<file path="src/rtl/serial_tx_shift.sv">
// Parallel-in, serial-out transmitter: takes a WIDTH-bit word over valid/ready and
// emits it one bit per clock on tx_data qualified by tx_enable, gapless back-to-back.
module serial_tx_shift #(
  parameter int unsigned WIDTH     = 8,
  parameter bit          MSB_FIRST = 1'b0
) (
  input  logic             clk,
  input  logic             rst,
  input  logic             load_valid,
  output logic             load_ready,
  input  logic [WIDTH-1:0] load_data,
  output logic             tx_data,
  output logic             tx_enable,
  output logic             tx_last,
  output logic             busy
);

  localparam int unsigned   CW       = $clog2(WIDTH);
  localparam logic [CW-1:0] LAST_IDX = CW'(WIDTH - 1);

  typedef enum logic {
    IDLE,
    SHIFT
  } state_e;

  state_e           state_q;
  logic [WIDTH-1:0] shreg_q;
  logic [CW-1:0]    cnt_q;
  logic [CW-1:0]    cnt_d;
  logic             tx_data_q;
  logic             tx_enable_q;
  logic             tx_last_q;
  logic             at_last;
  logic             accept;

  // Bit at transmit position idx, honouring the configured bit order.
  function automatic logic pick(input logic [WIDTH-1:0] w, input logic [CW-1:0] idx);
    if (MSB_FIRST) return w[LAST_IDX - idx];
    else           return w[idx];
  endfunction

  assign cnt_d      = cnt_q + CW'(1);
  assign at_last    = (state_q == SHIFT) && (cnt_q == LAST_IDX);
  assign load_ready = !rst && ((state_q == IDLE) || at_last);
  assign accept     = load_valid && load_ready;
  assign busy       = (state_q == SHIFT);

  assign tx_data    = tx_data_q;
  assign tx_enable  = tx_enable_q;
  assign tx_last    = tx_last_q;

  // Outputs are precomputed one edge ahead so they line up with the counter.
  always_ff @(posedge clk or posedge rst) begin
    if (rst) begin
      state_q     <= IDLE;
      shreg_q     <= '0;
      cnt_q       <= '0;
      tx_data_q   <= 1'b0;
      tx_enable_q <= 1'b0;
      tx_last_q   <= 1'b0;
    end else if (accept) begin
      state_q     <= SHIFT;
      shreg_q     <= load_data;
      cnt_q       <= '0;
      tx_data_q   <= pick(load_data, '0);
      tx_enable_q <= 1'b1;
      tx_last_q   <= 1'b0;
    end else if (state_q == SHIFT) begin
      if (at_last) begin
        state_q     <= IDLE;
        cnt_q       <= '0;
        tx_data_q   <= 1'b0;
        tx_enable_q <= 1'b0;
        tx_last_q   <= 1'b0;
      end else begin
        cnt_q       <= cnt_d;
        tx_data_q   <= pick(shreg_q, cnt_d);
        tx_enable_q <= 1'b1;
        tx_last_q   <= (cnt_d == LAST_IDX);
      end
    end
  end

endmodule

</file>
<file path="config.mk">
export PLATFORM = sky130hd
export DESIGN_NAME = serial_tx_shift
export DESIGN_NICKNAME = d
export VERILOG_FILES = /design/src/rtl/serial_tx_shift.sv
export SDC_FILE = /design/constraint.sdc
export NUM_CORES = 1
export LEC_CHECK = 0
export CAP_MARGIN = 20
export CORE_MARGIN = 2
export CORE_UTILIZATION = 40
export DETAILED_ROUTE_END_ITERATION = 8
export PLACE_DENSITY = 0.66
export SLEW_MARGIN = 30
export SYNTH_ARGS = -nofsm -noshare
export SYNTH_HDL_FRONTEND = slang
export SYNTH_SLANG_ARGS = --single-unit
</file>
<file path="constraint.sdc">
create_clock -name clk -period 3.7 [get_ports clk]
set_input_delay 0.925 -clock clk [delete_from_list [all_inputs] [get_ports clk]]
set_output_delay 0.925 -clock clk [all_outputs]
set_load 0.01 [all_outputs]
</file>
After elaboration in Yosys (flattened, before gate mapping)
Index checks and enable logic that the tools add are counted.
{"block": "totals", "reg_bits": 15, "latch_bits": 0, "ram_bits": 0, "mem_bits_ro": 0, "in_bits": 11, "word_cells": 33, "memories": 0}
{"block": "classes", "addsub": 1, "mul": 0, "div_mod_pow": 0, "magnitude_cmp": 1, "n_eq_ne": 2, "n_shift": 0, "muxes": 16, "bitwise": 1, "reduce_logical": 6}
{"operator": "1-bit 2-to-1 mux", "count": 12}
{"operator": "3-bit 2-to-1 mux", "count": 3}
{"operator": "3-bit == test (second input constant)", "count": 2}
{"operator": "3-bit by 4-bit less-than comparator with 1-bit output (second input constant)", "count": 1}
{"operator": "3-bit by 1-bit adder with 3-bit output (second input constant)", "count": 1}
{"operator": "1-bit binary-select mux with 3-bit select", "count": 1}
{"operator": "1-bit logical AND", "count": 3}
{"operator": "2-bit nonzero test", "count": 1}
{"operator": "1-bit zero test", "count": 1}
{"operator": "1-bit logical OR", "count": 1}
{"operator": "1-bit NOT", "count": 1}

Longest topological paths before layout
Gate-level depths: netlist (run 1).
{"block": "depth", "ltp_word": 6, "mapped_depth": 6, "depth_no_buf": 6}

Worst setup path before layout (run 1)
No wires, ideal clock.
{"block": "synth_path", "kind": "flip-flop to output port", "start": "register cnt_q[0]", "end": "output load_ready", "arrival_time_ns": 1.116, "t_required_ns": 2.775, "path_slack_ns": 1.659, "stages_incl_launch_ff": 5, "path_buffers": 0, "path_cell_list": "dfrtp_1 ha_1 ha_1 and2b_4 nor2_1"}
{"block": "synth_between", "elab_chain_cells": 4}
{"element": "start: declaration", "line_no": "28", "rtl": "logic [CW-1:0] cnt_q;"}
{"element": "start signal: assignment", "line_no": "76", "rtl": "cnt_q <= cnt_d;"}
{"element": "3-bit == test", "line_no": "43", "rtl": "assign at_last = (state_q == SHIFT) && (cnt_q == LAST_IDX);"}
{"element": "1-bit logical AND", "line_no": "43"}
{"element": "1-bit logical OR", "line_no": "44", "rtl": "assign load_ready = !rst && ((state_q == IDLE) || at_last);"}
{"element": "1-bit logical AND", "line_no": "44"}
{"element": "end: declaration", "line_no": "10", "rtl": "output logic load_ready,"}
No other way between the ends.

Worst setup path in the final report (run 1)
{"block": "layout_path", "start": "input rst", "end": "output load_ready"}
{"block": "layout_between", "elab_chain_cells": 2}
{"element": "start: declaration", "line_no": "8", "rtl": "input logic rst,"}
{"element": "1-bit zero test (no source line)"}
{"element": "1-bit logical AND", "line_no": "44"}
No other way between the ends.

==> Implementation_results.wiki, run 1 <==
{| class="wikitable"
! Metric !! Value
|-
| Status || finished, final reports clean
|-
| Cell family with most CP delay || buffers and inverters
|-
| Estimated wirelength of the detail-placed design || between 800 and 900 um
|-
| Clock buffers created by TritonCTS || 3
|-
| Overall routed net length || between 1000 and 1500 um
|-
| Endpoint of the lowest-slack register-to-register path || tx_data$_DFFE_PP0P_
|-
| Most frequent cells in the layout || sky130_fd_sc_hd__dfrtp_1, sky130_fd_sc_hd__clkdlybuf4s50_1, sky130_fd_sc_hd__mux2_2, sky130_fd_sc_hd__nand2_1, sky130_fd_sc_hd__o21ai_0
|-
| Initial DRT Pass Iterations || 3
|-
| Final RePlAce weighted congestion || 0.743
|-
| Cell-by-cell listing of the critical path || clkdlybuf4s50_1 -> nor2_1 -> clkdlybuf4s50_1
|-
| Global-route wire length before repair || 2070 um
|-
| Max Clk Rate || approximately 340 MHz
|-
| Cell types occupying the most area after synthesis || sky130_fd_sc_hd__dfrtp_1, sky130_fd_sc_hd__mux2_2, sky130_fd_sc_hd__ha_1, sky130_fd_sc_hd__o21ai_0, sky130_fd_sc_hd__mux4_2
|-
| Power density relative to cell area || slightly above 800 nW/um^2
|-
| Final min period || between 2000 and 3000 ps
|-
| Crit path depth || 3
|-
| Largest fanout on the critical path || 3
|-
| Number of placement rows || 14
|-
| Data required time of the worst path || 2770 ps
|-
| Endpoint kind of the worst setup timing path || output pin
|-
| Pins over their slew limit || 0
|-
| Number of DRC violations after detailed-routing iteration 0 || 4
|-
| Post-route clock skew || 2.68 ps
|-
| Yosys cell types || 20
|-
| Final Total Pwr || ~740 uW
|-
| Unrepaired setup endpoints after global routing || no
|-
| Clock transition at the registers of the reported paths || around 90 ps
|-
| Post-route DRC violation count || 0
|-
| Number of filler instances in the final layout || 136
|-
| I/O pin count || 16
|-
| Crit path from || rst
|-
| Post-route clock period utilization || around 79%
|-
| Net count of the mapped netlist || slightly below 70
|-
| Synthesized instance count || between 50 and 60
|-
| Area of all sequential standard cells || roughly 380 um^2
|-
| Number of setup violations in the final report || 0
|-
| Cell type contributing the most total cell area after synthesis || sky130_fd_sc_hd__dfrtp_1
|-
| Slowest cell on crit path || sky130_fd_sc_hd__clkdlybuf4s50_1
|-
| WP data arrival || around 2000 ps
|-
| Startpoint types || primary input
|-
| Total number of H-tree levels || 1
|-
| Number of warnings reported in the yosys synthesis log || 0
|-
| Number of buffers and inverters on the critical path || 2
|-
| Timing endpoint of the critical path || load_ready
|-
| Share of synthesized area occupied by flip-flops and latches || 54.4%
|-
| Slew at the pin closest to its max-slew limit || 592 ps
|-
| Routed wire length per instance || 12.9 um
|-
| Number of global-route vias before repair || a little under 500
|-
| Proportion of layout cells with a drive suffix above 1 || roughly a fifth
|-
| Port Buffers || 15
|-
| Launch point of the worst reg-to-reg path || cnt_q[0]$_DFFE_PP0P_
|-
| Worst-case setup margin in the final layout || 760 ps
|-
| Initial Utilization || approximately 44%
|-
| Synthesized area || 689 um^2
|-
| Instance count along the most critical hold path || 2
|-
| Antenna diodes || 0
|-
| Area of the multi-input gates || between 300 and 400 um^2
|-
| Stage delay of the slowest cell on the critical path || about 540 ps
|-
| Vias per cell || 5.38
|-
| Worst-case headroom to the max-slew limit || around three fifths
|-
| Antenna violations before repair || 0
|-
| # Post-CTS Setup Buffers || 0
|-
| Signed area change from the synthesized netlist to the final layout || 28.5%
|-
| CP dominant cell by count || sky130_fd_sc_hd__clkdlybuf4s50_1
|-
| GRT overflow || 0
|-
| Width of the die || ~46 um
|-
| Hold violation count in the final report || 0
|-
| Post-synth top area share || 54.4%
|-
| Number of sinks on the clock net || 15
|-
| Vert. Die Dim || 45.5 um
|-
| Critical setup path kind || primary input to output pin
|-
| Maximum clock path buffer count || 2
|-
| Classification of the worst-slack hold path || flip-flop to flip-flop
|-
| Peak VDD IR || 0.335 mV
|-
| Total Die Area || between 2000 and 2500 um^2
|-
| Mean Syn Cell Area || 12.5 um^2
|-
| Setup slack on the worst flop-to-flop path || between 1500 and 2000 ps
|-
| Number of gates resized after cts || 0
|-
| Detail Route Antenna Nets || 0
|-
| Clock latency on the worst-skew pair || roughly 280 ps
|-
| Total number of nets in the final design || a little under 90
|-
| Post-layout utilization of the core || around 57%
|-
| Core box area || between 1500 and 2000 um^2
|-
| Setup Total Neg Slack || 0 ps
|-
| Cells on worst reg2reg path || 5
|-
| Worst slack, placed || 756 ps
|-
| Root Buffer || sky130_fd_sc_hd__clkbuf_4
|-
| Hold bufs inserted after CTS || 0
|-
| Pin count of the biggest net entering global routing || 17
|-
| Total vias in the final route || around 480
|-
| Post-synthesis register bit count || 15
|-
| Total global-route track usage || about 14%
|-
| Max Cap Violations || 0
|-
| TritonCTS clock tree || built
|-
| Reported leakage power || approximately 0.00038 uW
|}
## logic make-up (layout without fill, tap and decap cells)
group	Yosys count	in the layout	share of synthesized area, %
DFF	15	15	54.4
muxes	10	10	18.3
adders and majority gates	3	3	5.45
AOI/OAI and AO/OA	8	8	6.90
buffers and inverters	2	21	1.09
and+or+nand+nor	17	17	13.8
## layer usage
metal	global-route usage (%)	wire length [um]	part of all wire (%)
met2	24.2	573	49
met4	4.12	0	0
met3	3.57	48	4.1
met1	17.5	540	46
met5	0	0	0
## Yosys cell counts, drive strengths merged
cell type / count
a21oi: 1
a22o: 1
and2b: 1
dfrtp: 15
ha: 3
inv: 2
mux2: 8
mux2i: 1
mux4: 1
nand2: 5
nand2b: 3
nand3: 3
nand3b: 1
nand4b: 1
nor2: 2
o2111ai: 1
o21ai: 5
or3: 1
## registers in the layout, indices dropped and copies added, names as in the netlist
register and count:
shreg_q 8, cnt_q 3, busy 1, tx_data 1, tx_enable 1, tx_last 1
## area by class of cell
class | count | area share (%)
sequential | 15 | 42.4
multi-input combinational | 38 | 34.6
timing repair buffer | 15 | 16.9
clock buffer | 4 | 2.97
tap | 16 | 2.26
inverter | 2 | 0.847
## worst min-delay path by stage
stage	from	to	slack [ps]
global placement	shreg_q[1]$_DFFE_PP0P_	shreg_q[1]$_DFFE_PP0P_	490
global route	shreg_q[4]$_DFFE_PP0P_	shreg_q[4]$_DFFE_PP0P_	540
CTS	shreg_q[1]$_DFFE_PP0P_	shreg_q[1]$_DFFE_PP0P_	510
detailed placement	tx_enable$_DFFE_PP0P_	tx_enable$_DFFE_PP0P_	490
finish	tx_enable$_DFFE_PP0P_	tx_enable$_DFFE_PP0P_	510
floorplan	cnt_q[2]$_DFFE_PP0P_	cnt_q[2]$_DFFE_PP0P_	470
## worst reg2reg max path, stage by stage (launching register included)
cell,delay [ps]
sky130_fd_sc_hd__dfrtp_1,440
sky130_fd_sc_hd__ha_1,220
sky130_fd_sc_hd__ha_1,370
sky130_fd_sc_hd__mux4_2,520
sky130_fd_sc_hd__o2111ai_1,200
sky130_fd_sc_hd__nand3_1,90
## power by group
group / internal, uW / switching [uW] / total [uW]
Combinational: 205 / 138 / 343
Sequential: 246 / 53.6 / 300
Clock: 41.8 / 50.2 / 92.0
Total: 493 / 242 / 735
## metrics by stage
step	hold WS (ps)	instances	area (um^2)
after floorplan	472	55	689
after global placement	487	86	860
after detailed placement	491	86	860
after CTS	512	90	886
after global routing	544	90	886
final	509	90	886
Note: power is estimated with default switching activity, not from simulation.
==> run 2, diff against run 1 <==
==> constraint.sdc (replaced) <==
create_clock -name clk -period 2.9 [get_ports clk]
set_input_delay 0.725 -clock clk [delete_from_list [all_inputs] [get_ports clk]]
set_output_delay 0.725 -clock clk [all_outputs]
set_load 0.01 [all_outputs]
==> Implementation_results.wiki, run 2 (same netlist as run 1, synthesis figures left out) <==
{| class="wikitable"
! Metric !! Value
|-
| Antenna diodes || 0 (unchanged)
|-
| Power density relative to cell area || 1050 nW/um^2 (+27%)
|-
| Post-route clock skew || 0.944 ps (-1.73 ps)
|-
| Startpoint types || flip-flop
|-
| Number of global-route vias before repair || 472 (-2.7%)
|-
| Highest-utilization routing layer at the global route stage || met2
|-
| # Post-CTS Setup Buffers || 0 (unchanged)
|-
| Estimated wirelength of the detail-placed design || 882 um (-1.8%)
|-
| Total number of H-tree levels || 1 (unchanged)
|-
| Worst-case setup margin in the final layout || 250 ps (-510 ps)
|-
| Pin count of the biggest net entering global routing || 17 (unchanged)
|-
| Classification of the worst-slack hold path || flip-flop to flip-flop
|-
| Vert. Die Dim || 45.5 um (unchanged)
|-
| Slew at the pin closest to its max-slew limit || 400 ps (-192 ps)
|-
| Critical setup path kind || flip-flop to output pin
|-
| Post-layout utilization of the core || 57.3% (+0.48 points)
|-
| Proportion of layout cells with a drive suffix above 1 || 20.0% (+1.1 points)
|-
| Max Clk Rate || 377 MHz
|-
| Hold violation count in the final report || 0 (unchanged)
|-
| Registers with the highest flip-flop counts || shreg_q x8, cnt_q x3
|-
| Detail Route Antenna Nets || 0 (unchanged)
|-
| Worst-case headroom to the max-slew limit || 73.3% (+13 points)
|-
| Core box area || 1560 um^2 (unchanged)
|-
| Peak VDD IR || 0.486 mV (+45%)
|-
| Final RePlAce weighted congestion || 0.716 (-3.7%)
|-
| Setup Total Neg Slack || 0 ps (unchanged)
|-
| Initial DRT Pass Iterations || 4 (+1)
|-
| Flip-flop count of the largest register, all copies and words added || 8 (unchanged)
|-
| Worst hold slack across all endpoints || 507 ps (-1.62 ps)
|-
| Stage delay of the slowest cell on the critical path || 470 ps (-70 ps)
|-
| Status || finished, final reports clean
|-
| Maximum clock path buffer count || 2 (unchanged)
|-
| Post-route DRC violation count || 0 (unchanged)
|-
| Signed area change from the synthesized netlist to the final layout || 29.6%
|-
| Global-route wire length before repair || 2150 um (+3.6%)
|-
| Cell-by-cell listing of the critical path || ha_1 -> ha_1 -> and2b_4 -> nor2_1 -> clkdlybuf4s50_1
|-
| Width of the die || 45.5 um (unchanged)
|-
| Met2 routing resource usage after global routing || 22.3% (-2.0 points)
|-
| I/O pin count || 16 (unchanged)
|-
| Number of gates resized after cts || 0 (unchanged)
|-
| Total global-route track usage || 15.0% (+0.84 points)
|-
| Slowest cell on crit path || sky130_fd_sc_hd__clkdlybuf4s50_1
|-
| Worst slack, placed || 375 ps (-381 ps)
|-
| Reported leakage power || 0.000389 uW (+1.3%)
|-
| Routing usage on met1 || 19.8% (+2.3 points)
|-
| Number of placed cells counting well taps || 87 (+1.2%)
|-
| Largest reg by FF count || shreg_q
|-
| Routed wire length per instance || 12.8 um (-1.0%)
|-
| Endpoint kind of the worst setup timing path || output pin
|-
| Max Cap Violations || 0 (unchanged)
|-
| Antenna violations before repair || 0 (unchanged)
|-
| Number of sinks on the clock net || 15 (unchanged)
|-
| Final min period || ~2600 ps
|-
| Largest fanout on the critical path || 6 (+3)
|-
| Total vias in the final route || 471 (-2.7%)
|-
| Number of standard cells in the final layout excluding fillers || 91 (+1.1%)
|-
| Number of DRC violations after detailed-routing iteration 0 || 7 (+3)
|-
| Hold bufs inserted after CTS || 0 (unchanged)
|-
| Clock buffers created by TritonCTS || 3 (unchanged)
|-
| Clock latency on the worst-skew pair || 270 ps (about the same)
|-
| GRT overflow || 0 (unchanged)
|-
| Data required time of the worst path || 2170 ps (-600 ps)
|-
| Post-route clock period utilization || 91.4%
|-
| Total Die Area || 2070 um^2 (unchanged)
|-
| Unrepaired setup endpoints after global routing || no
|-
| CP dominant cell by count || sky130_fd_sc_hd__ha_1
|-
| Port Buffers || 15 (unchanged)
|-
| Root Buffer || sky130_fd_sc_hd__clkbuf_4
|-
| Pins over their slew limit || 0 (unchanged)
|-
| Number of placement rows || 14 (unchanged)
|-
| Number of setup violations in the final report || 0 (unchanged)
|-
| TritonCTS clock tree || built
|-
| Most frequent cells in the layout || sky130_fd_sc_hd__dfrtp_1, sky130_fd_sc_hd__clkdlybuf4s50_1, sky130_fd_sc_hd__mux2_2, sky130_fd_sc_hd__nand2_1, sky130_fd_sc_hd__o21ai_0
|-
| Overall routed net length || 1160 um (about the same)
|-
| Total number of nets in the final design || 90 (+1.1%)
|-
| Vias per cell || 5.18 (-3.8%)
|-
| Clock transition at the registers of the reported paths || 80 ps (about the same)
|-
| GRT met3 Usage || 4.76% (+1.2 points)
|-
| Initial Utilization || 44.2% (unchanged)
|-
| WP data arrival || 1920 ps (-100 ps)
|}
run 2: changes by cell type in the layout (fill, tap and decap cells not counted):
cell                    before  now
sky130_fd_sc_hd__buf_4       0    1
run 2: power breakdown:
group,total [uW],internal [uW],switching (uW)
Combinational,447,264,183
Clock,114,53.3,60.7
Sequential,380,314,66.0
run 2: final cells by class:
| class | count | area [um^2] |
|---|---|---|
| Tap cell | 16 | 20.0 |
| Multi-Input combinational cell | 38 | 307 |
| Fill cell | 141 | 666 |
| Timing Repair Buffer | 16 | 158 |
| Sequential cell | 15 | 375 |
| Inverter | 2 | 7.51 |
| Clock buffer | 4 | 26.3 |
run 2: path summary, 6_finish.rpt:
check                                       start                      to  slack (ps)  cells after the start
max in group asynchronous                     rst    cnt_q[1]$_DFFE_PP0P_        1930                      3
setup / recovery             cnt_q[0]$_DFFE_PP0P_              load_ready         250                      5
min in group asynchronous                     rst          busy$_DFF_PP0_         790                      3
setup reg to reg             cnt_q[0]$_DFFE_PP0P_     tx_data$_DFFE_PP0P_         900                      5
hold reg to reg            shreg_q[1]$_DFFE_PP0P_  shreg_q[1]$_DFFE_PP0P_         510                      1
hold / removal             shreg_q[1]$_DFFE_PP0P_  shreg_q[1]$_DFFE_PP0P_         510                      1
run 2: layer usage:
layer	share of wire [%]	vias up	routed length [um]
met2	48	14	555
met5	0	-	0
met3	4.7	2	55
li1	-	238	-
met4	0.86	0	10
met1	47	217	542
run 2: critical path: cells and delay by family, from the launching register on:
kind	cells	cell delay (ps)
buffers and inverters	1	470
DFF	1	430
adders and majority gates	2	420
and+or+nand+nor	2	340
run 2: through the flow:
step                area, um^2  power, uW
global route               893       1030
finish                     893        941
detailed placement         867        836
floorplan                  689        692
global placement           867        826
CTS                        893        956
